[config.mk]
export PLATFORM = sky130hd
export DESIGN_NAME = mux8_rr_scheduler
export DESIGN_NICKNAME = d
export VERILOG_FILES = /design/src/rtl/mux8_rr_scheduler.sv
export SDC_FILE = /design/constraint.sdc
export NUM_CORES = 1
export LEC_CHECK = 0
export CAP_MARGIN = 20
export CORE_MARGIN = 2
export CORE_UTILIZATION = 50
export CTS_CLUSTER_DIAMETER = 200
export DETAILED_ROUTE_END_ITERATION = 12
export PLACE_DENSITY_LB_ADDON = 0.25
export SYNTH_ARGS = -nofsm -noshare
export SYNTH_HDL_FRONTEND = slang
export SYNTH_SLANG_ARGS = --single-unit
[constraint.sdc]
create_clock -name clock -period 3.2 [get_ports clock]
set_input_delay 0.64 -clock clock [delete_from_list [all_inputs] [get_ports clock]]
set_output_delay 0.64 -clock clock [all_outputs]
set_load 0.01 [all_outputs]
[src/rtl/mux8_rr_scheduler.sv]
// Round-robin time-slice scheduler for an 8-input single-bit mux channel.
// Registered select/enable/grant with a one-cycle dead gap between owners.
module mux8_rr_scheduler #(
  parameter int unsigned HOLD_CYCLES = 4,
  parameter int unsigned COUNT_WIDTH = 8
) (
  input  logic       clock,
  input  logic       reset_n,
  input  logic [7:0] request,
  input  logic       done,
  output logic [2:0] select,
  output logic       enable,
  output logic [7:0] grant,
  output logic       busy
);

  typedef enum logic [1:0] {
    IDLE,
    GRANT,
    GAP
  } state_e;

  localparam logic [COUNT_WIDTH-1:0] LOAD =
    COUNT_WIDTH'(HOLD_CYCLES - 1);

  state_e                 state_q, state_d;
  logic [2:0]             sel_q, sel_d;
  logic [2:0]             last_q, last_d;
  logic                   en_q, en_d;
  logic [7:0]             gnt_q, gnt_d;
  logic                   busy_q, busy_d;
  logic [COUNT_WIDTH-1:0] cnt_q, cnt_d;

  logic [2:0] win;
  logic [2:0] idx;
  logic       found;
  logic       term;

  // Scan upward from the slot after the last owner; k=8 lands on it last.
  always_comb begin
    win   = last_q;
    idx   = last_q;
    found = 1'b0;
    for (int k = 1; k <= 8; k++) begin
      idx = last_q + 3'(k);
      if (!found && request[idx]) begin
        win   = idx;
        found = 1'b1;
      end
    end
  end

  assign term = done
              | ~request[sel_q]
              | (cnt_q == '0);

  always_comb begin
    state_d = state_q;
    sel_d   = sel_q;
    last_d  = last_q;
    en_d    = en_q;
    gnt_d   = gnt_q;
    cnt_d   = cnt_q;
    unique case (state_q)
      IDLE, GAP: begin
        if (|request) begin
          state_d = GRANT;
          sel_d   = win;
          gnt_d   = 8'd1 << win;
          en_d    = 1'b1;
          cnt_d   = LOAD;
        end else if (state_q == GAP) begin
          state_d = IDLE;
        end
      end
      GRANT: begin
        if (term) begin
          state_d = GAP;
          en_d    = 1'b0;
          gnt_d   = '0;
          last_d  = sel_q;
        end else begin
          cnt_d = cnt_q - COUNT_WIDTH'(1);
        end
      end
      default: state_d = IDLE;
    endcase
    busy_d = (state_d != IDLE);
  end

  always_ff @(posedge clock or negedge reset_n) begin
    if (!reset_n) begin
      state_q <= IDLE;
      sel_q   <= '0;
      last_q  <= 3'd7;
      en_q    <= 1'b0;
      gnt_q   <= '0;
      busy_q  <= 1'b0;
      cnt_q   <= '0;
    end else begin
      state_q <= state_d;
      sel_q   <= sel_d;
      last_q  <= last_d;
      en_q    <= en_d;
      gnt_q   <= gnt_d;
      busy_q  <= busy_d;
      cnt_q   <= cnt_d;
    end
  end

  assign select = sel_q;
  assign enable = en_q;
  assign grant  = gnt_q;
  assign busy   = busy_q;

endmodule

==> implementation parameters, run 1 <==
Parameter                              Value

Outcome
  Outcome    completed

Place
  Post-detailed-placement half-perimeter wirelength    around 3500 um
  I/O Buffers    23
  Placement-stage worst setup slack    -22.9 ps
  Final RePlAce weighted congestion    just over 1

Min path
  Hold crit path type    register to register

STA
  Period Utilization, post-route    0.962
  Max Clock Skew    about 1.4 ps
  Final setup slack of the worst path    123 ps
  Count of pins over their slew limit    0
  Max_slew headroom    0.666
  Slew of the pin with the lowest slew margin    between 500 and 600 ps
  Hold Slack    between 400 and 500 ps
  Fmax    ~330 MHz
  Number of failing setup endpoints in the final timing report    0
  Hold Vio Cnt, Final    0
  Period minus WS final    3080 ps

Finish
  Most used cells in the layout excluding fill and tap cells    nand2_1 (29), dfrtp_1 (23), clkdlybuf4s50_1 (23), nor2_1 (17), buf_4 (11)
  Net count of the finished layout    roughly 240
  Count of antenna diodes in the layout    0
  Share of post-route cells with drive strength above 1    0.207
  Area grow syn2layout    22.8%
  Fill cells    just under 300
  Most frequent standard cell in the layout excluding fill and tap cells    nand2_1

Yosys
  Area share of the leading cell type in the synthesized netlist    0.298
  Biggest area consumer among synthesized cells    dfrtp_1
  Synth Warn #    0
  Syn nets    a little over 200
  Mapped Area    around 1900 um2
  Fraction of the mapped netlist area in adder cells    0.0259
  Cells after synthesis    about 190
  Post-synth EDFFs    0
  Number of storage elements in the synthesis netlist    26
  Simple-gate share of the synthesized area    0.174
  Dominant cells by area after synthesis    dfrtp_1 (30%), mux4_2 (12%), nand2_1 (5.6%)
  Main combinational cell family by area after synthesis    multiplexers
  Mux share of post-synthesis cell area    0.193
  Xor and xnor area share after synthesis    0.0499
  Distinct cell type count of the synthesized netlist    49
  Synthesized area per cell    around 10 um2
  Sequential fraction of the synthesis area    0.339
  Leading register cell type out of synthesis    dfrtp_1
  Fraction of the mapped netlist area in compound gates    0.179
  Async set-reset flop share out of synthesis    1.00

Die
  Number of placed I/O pins    24
  Row count    22
  Initial core utilization    0.523
  Die area    4370 um2
  Width of the die    between 60 and 70 um
  Height of the die    66.1 um
  Area of the core    3690 um2

GRT
  GR met1 Demand/Resource    0.301
  Maximum number of pins on one net before global-route repair    27
  Global-route layer with the greatest usage    met2
  First-pass GRT wire length    slightly below 8000 um
  Number of antenna violations at the first check in global routing    0
  Aggregate global-route resource usage    0.232
  Grt ovf    0
  Met2 track utilization from global routing    0.395
  GR Layer Usage met3    0.0256
  Number of global-route vias before repair    between 1.5k and 2k

Worst setup path
  Required time worst endpoint    between 3000 and 4000 ps
  Crit path launch type    register
  Worst setup path class    register to register
  Worst endpoint data arrival time    about 3200 ps
  Kind of end point of the critical path    register
  Crit path max fanout    5

Route
  Total wire length    4630 um
  Overall via count from detail_route    between 1.5k and 2k
  Wire length per cell after detailed routing    between 15 and 20 um
  Count of routing violations after the opening detailed-route iteration    163
  Antenna Violating Nets Remaining    0
  DR pass1 iterations    4
  Routed via count divided by cell count    around 6.2
  Remaining routing DRC violations    0

Power and ir drop
  PD cells    between 1000 and 1500 nW/um2
  Worst ir drop on vdd    between 0.0005 and 0.0006 V
  Leakage power total    around 0.92 nW

Clock tree
  Number of H-tree branching levels    1
  Clock-pin slew reported for the worst setup and hold paths after clock tree synthesis    80 ps
  Clock tree from TritonCTS    built
  Hold-fix buffer count after cts    0
  Clock Path Buffers    2
  Num Clock Sinks    26
  Root cell of the clock tree    clkbuf_8
  Worst skew pair latency    about 270 ps
  Total clock buffers created by CTS    3

Flow run
  Max-capacitance violation count    0
## logic make-up after synthesis
family                   count (synthesis)
buffers and inverters                   15
multiplexers                            20
XOR/XNOR                                11
flip-flops                              26
adder cells (fa/ha/maj)                  4
AO/OA/AOI/OAI                           45
AND/OR/NAND/NOR                         70
## path summary, 6_finish.rpt
| path | startpoint | to | slack [ps] | cells after the start |
|---|---|---|---|---|
| max | last_q[0]$_DFFE_PN1P_ | grant[2]$_DFFE_PN0P_ | 120 | 9 |
| min | grant[1]$_DFFE_PN0P_ | grant[1]$_DFFE_PN0P_ | 480 | 2 |
| max reg2reg | last_q[0]$_DFFE_PN1P_ | grant[2]$_DFFE_PN0P_ | 120 | 9 |
| min reg2reg | grant[1]$_DFFE_PN0P_ | grant[1]$_DFFE_PN0P_ | 480 | 2 |
| max in group asynchronous | reset_n | last_q[2]$_DFFE_PN1P_ | 2180 | 2 |
| min in group asynchronous | reset_n | state_q[0]$_DFF_PN0_ | 720 | 2 |
## metal layers
metal | share of wire | routed length [um] | vias to the layer above
li1 | - | - | 780
met1 | 0.40 | 1830 | 818
met2 | 0.53 | 2460 | 65
met3 | 0.043 | 199 | 13
met4 | 0.029 | 133 | 0
met5 | 0 | 0 | -
## area by class of cell
| cell class | instances | area (um2) | share of cell area |
|---|---|---|---|
| multi-input combinational | 150 | 1240 | 0.524 |
| sequential | 26 | 654 | 0.276 |
| timing repair buffer | 34 | 313 | 0.132 |
| tap | 48 | 60.1 | 0.0253 |
| clock buffer | 3 | 41.3 | 0.0174 |
| clock inverter | 1 | 30.0 | 0.0127 |
| inverter | 8 | 30.0 | 0.0127 |
## through the flow
| stage | std cells | util | total power [mW] | setup TNS [ps] | instance area [um2] |
|---|---|---|---|---|---|
| floorplan | 191 | - | 2.12 | 0 | 1930 |
| finish | 270 | 0.642 | 3.05 | 0 | 2370 |
| detailed placement | 264 | 0.608 | 2.62 | -65.8 | 2240 |
| global placement | 264 | 0.608 | 2.57 | 0 | 2240 |
| CTS | 268 | 0.628 | 2.89 | 0 | 2310 |
| global route | 270 | 0.642 | 3.28 | -23.6 | 2370 |
## Yosys cell counts, drive strengths merged, types with 3 or more instances
master,number
nand2b,3
o31ai,8
o21ai,9
buf,5
mux2i,8
nand3,3
nand2,30
a21oi,3
nor2,17
a22oi,3
dfstp,3
xnor2,10
mux4,10
ha,4
inv,8
nor4,6
nor3,4
dfrtp,23
a32oi,3
## worst max-delay path: stages, from the launching register on
cell     delay (ps)
dfstp_2         530
inv_1            80
ha_4            320
mux4_2          620
mux2i_4         250
a22oi_2         150
nor3_4          300
nand3_2         120
a32oi_1         410
o31ai_1         160
## flip-flops by register name, summed over array words and instances (netlist names)
name / cells
cnt_q: 8
grant: 8
last_q: 3
select: 3
state_q: 2
busy: 1
enable: 1
## where the power goes
part	total (mW)	internal (mW)	leakage, nW	switching (mW)
sequential	0.537	0.442	0.324	0.0943
combinational	2.25	0.986	0.559	1.27
clock	0.263	0.167	0.0357	0.0960
## what timing repair did
item,CTS,global route
setup endpoints to repair,0,9
buffers inserted,0,2
gates resized for setup,0,6
No activity file was read; power rests on OpenSTA's default activity.
==> run 2: changes to the inputs <==
--- a/config.mk
+++ b/config.mk
@@ -6,7 +6,7 @@
 export NUM_CORES = 1
 export LEC_CHECK = 0
 export CAP_MARGIN = 20
-export CORE_MARGIN = 2
+export CORE_MARGIN = 8
 export CORE_UTILIZATION = 50
 export CTS_CLUSTER_DIAMETER = 200
 export DETAILED_ROUTE_END_ITERATION = 12
==> run 2 against run 1 <==
Effect of this change:
- clock power barely moved
- core utilization fell by 0.37 points
- count of clock-buffer cells in the layout stayed put
- via count is 2.7% lower
- register-to-register slack is essentially flat
- largest power group unchanged
==> implementation parameters, run 2 (synthesis gave the netlist of run 1 again) <==
Parameter                              Value

Power and ir drop
  Leakage power total    0.914 nW (-0.60%)
  PD cells    1290 nW/um2 (about the same)
  Worst ir drop on vdd    0.000716 V (+20%)

Clock tree
  Total clock buffers created by CTS    3 (unchanged)
  Worst skew pair latency    270 ps (about the same)
  Clock tree from TritonCTS    built
  Root cell of the clock tree    clkbuf_8
  Num Clock Sinks    26 (unchanged)
  Number of H-tree branching levels    1 (unchanged)
  Clock Path Buffers    2 (unchanged)
  Clock-pin slew reported for the worst setup and hold paths after clock tree synthesis    90 ps (about the same)

STA
  Max Clock Skew    2.88 ps (+1.45 ps)
  Hold Slack    496 ps (+16.9 ps)
  Period minus WS final    3080 ps (+3.98 ps)
  Fmax    325 MHz (-0.13%)
  Number of failing setup endpoints in the final timing report    0 (unchanged)
  Final setup slack of the worst path    119 ps (-3.98 ps)
  Max_slew headroom    0.660 (-0.00608)
  Period Utilization, post-route    0.963 (+0.00124)
  Hold Vio Cnt, Final    0 (unchanged)
  Slew of the pin with the lowest slew margin    510 ps (+9.12 ps)
  Count of pins over their slew limit    0 (unchanged)

Die
  Area of the core    3690 um2 (unchanged)
  Height of the die    78.1 um (+18%)
  Initial core utilization    0.523 (unchanged)
  Die area    6100 um2 (+40%)
  Number of placed I/O pins    24 (unchanged)
  Row count    22 (unchanged)
  Width of the die    78.1 um (+18%)

Place
  Total placed instance area    2240 um2 (unchanged)
  Placement-stage worst setup slack    -36.2 ps (-13.2 ps)
  Post-detailed-placement half-perimeter wirelength    3730 um (+5.6%)
  Final RePlAce weighted congestion    0.957 (-5.0%)
  Cells after DPL    264 (unchanged)
  I/O Buffers    23 (unchanged)

Route
  Antenna Violating Nets Remaining    0 (unchanged)
  Remaining routing DRC violations    0 (unchanged)
  Wire length per cell after detailed routing    17.3 um (+1.1%)
  Total wire length    4660 um (+0.73%)
  Routed via count divided by cell count    6.06 (-2.3%)
  Count of routing violations after the opening detailed-route iteration    95 (-42%)
  DR pass1 iterations    4 (unchanged)
  Overall via count from detail_route    1,631 (-2.7%)

Finish
  Most frequent standard cell in the layout excluding fill and tap cells    nand2_1
  Core utilization of the finished layout    0.639 (-0.00373)
  Area grow syn2layout    22.1%
  Net count of the finished layout    237 (-0.42%)
  Multi-input combinational cell area    1230 um2 (-0.50%)
  Fill cells    299 (+1.4%)
  Count of antenna diodes in the layout    0 (unchanged)
  Share of post-route cells with drive strength above 1    0.199 (-0.00811)
  Final cell count without fillers    269 (-0.37%)
  Most used cells in the layout excluding fill and tap cells    nand2_1 (29), dfrtp_1 (23), clkdlybuf4s50_1 (23), nor2_1 (17)
  Final standard cell area without fillers    2360 um2 (-0.58%)
  Register area    654 um2 (unchanged)

Worst setup path
  Family of cells with the greatest summed delay on the critical path    multiplexers
  Required time worst endpoint    3340 ps (about the same)
  Crit path launch type    register
  Count of buffering cells on the critical path with inverters included    1 (unchanged)
  Worst endpoint data arrival time    3220 ps (about the same)
  Crit path cell chain    inv_1 -> ha_4 -> mux4_2 -> mux2i_4 -> o221ai_1 -> and2_4 -> a311oi_4 -> mux2i_4 -> o31ai_1
  Cell mode on critical path    mux2i_4
  Kind of end point of the critical path    register
  Crit path max fanout    5 (unchanged)
  Delay of the slowest cell on the worst path    600 ps (-20 ps)
  Master of the slowest instance on the critical path    mux4_2
  Worst setup path class    register to register

Flow run
  Max-capacitance violation count    0 (unchanged)

GRT
  Number of antenna violations at the first check in global routing    0 (unchanged)
  Number of global-route vias before repair    1,654 (+2.5%)
  Grt ovf    0 (unchanged)
  Aggregate global-route resource usage    0.155 (-0.0771)
  First-pass GRT wire length    7900 um (+2.6%)
  Maximum number of pins on one net before global-route repair    27 (unchanged)

Outcome
  Outcome    completed

Min path
  Hold crit path type    register to register
run 2: changes by cell type in the layout (fill, tap and decap cells not counted), sizes merged:
cell	change
buf	-1
run 2: worst paths after layout:
path | from | cells past startpoint | slack (ps) | endpoint
worst max-delay path | last_q[0]$_DFFE_PN1P_ | 9 | 120 | grant[5]$_DFFE_PN0P_
worst min-delay path | grant[1]$_DFFE_PN0P_ | 2 | 500 | grant[1]$_DFFE_PN0P_
worst max register to register | last_q[0]$_DFFE_PN1P_ | 9 | 120 | grant[5]$_DFFE_PN0P_
worst min register to register | grant[1]$_DFFE_PN0P_ | 2 | 500 | grant[1]$_DFFE_PN0P_
max in group asynchronous | reset_n | 2 | 2190 | last_q[1]$_DFFE_PN1P_
min in group asynchronous | reset_n | 2 | 720 | state_q[0]$_DFF_PN0_
run 2: what timing repair did:
action | in CTS | in global routing
gates resized for setup | 0 | 5
hold buffers | 0 | 0
setup endpoints to repair | 0 | 9
buffers inserted | 0 | 1
hold endpoints to repair | 0 | 0
run 2: worst register-to-register path: stages (launching register included):
cell	delay (ps)
dfstp_2	530
inv_1	80
ha_4	320
mux4_2	600
mux2i_4	230
o221ai_1	150
and2_4	180
a311oi_4	380
mux2i_4	360
o31ai_1	100
run 2: final cells by class:
type	instances	share of cell area
Multi-Input combinational cell	150	0.524
Timing Repair Buffer	33	0.130
Sequential cell	26	0.278
Clock inverter	1	0.0127
Inverter	8	0.0127
Tap cell	48	0.0255
Clock buffer	3	0.0175
run 2: where the power goes:
group | internal, mW | switching (mW) | leakage (nW)
Sequential | 0.442 | 0.0958 | 0.324
Combinational | 0.979 | 1.25 | 0.554
Clock | 0.167 | 0.0985 | 0.0357
Total | 1.59 | 1.44 | 0.914
run 2: routing by layer:
layer	global-route usage	share of wire
met1	0.182	0.40
met2	0.284	0.55
met3	0.0194	0.033
met4	0.0519	0.020
met5	0	0
run 2: metrics by stage:
stage          TNS [ps]  power [mW]
5_1_grt            -112        3.27
3_5_place_dp       -193        2.64
6_report              0        3.03
4_1_cts               0        2.92
3_3_place_gp          0        2.59
2_1_floorplan         0        2.12
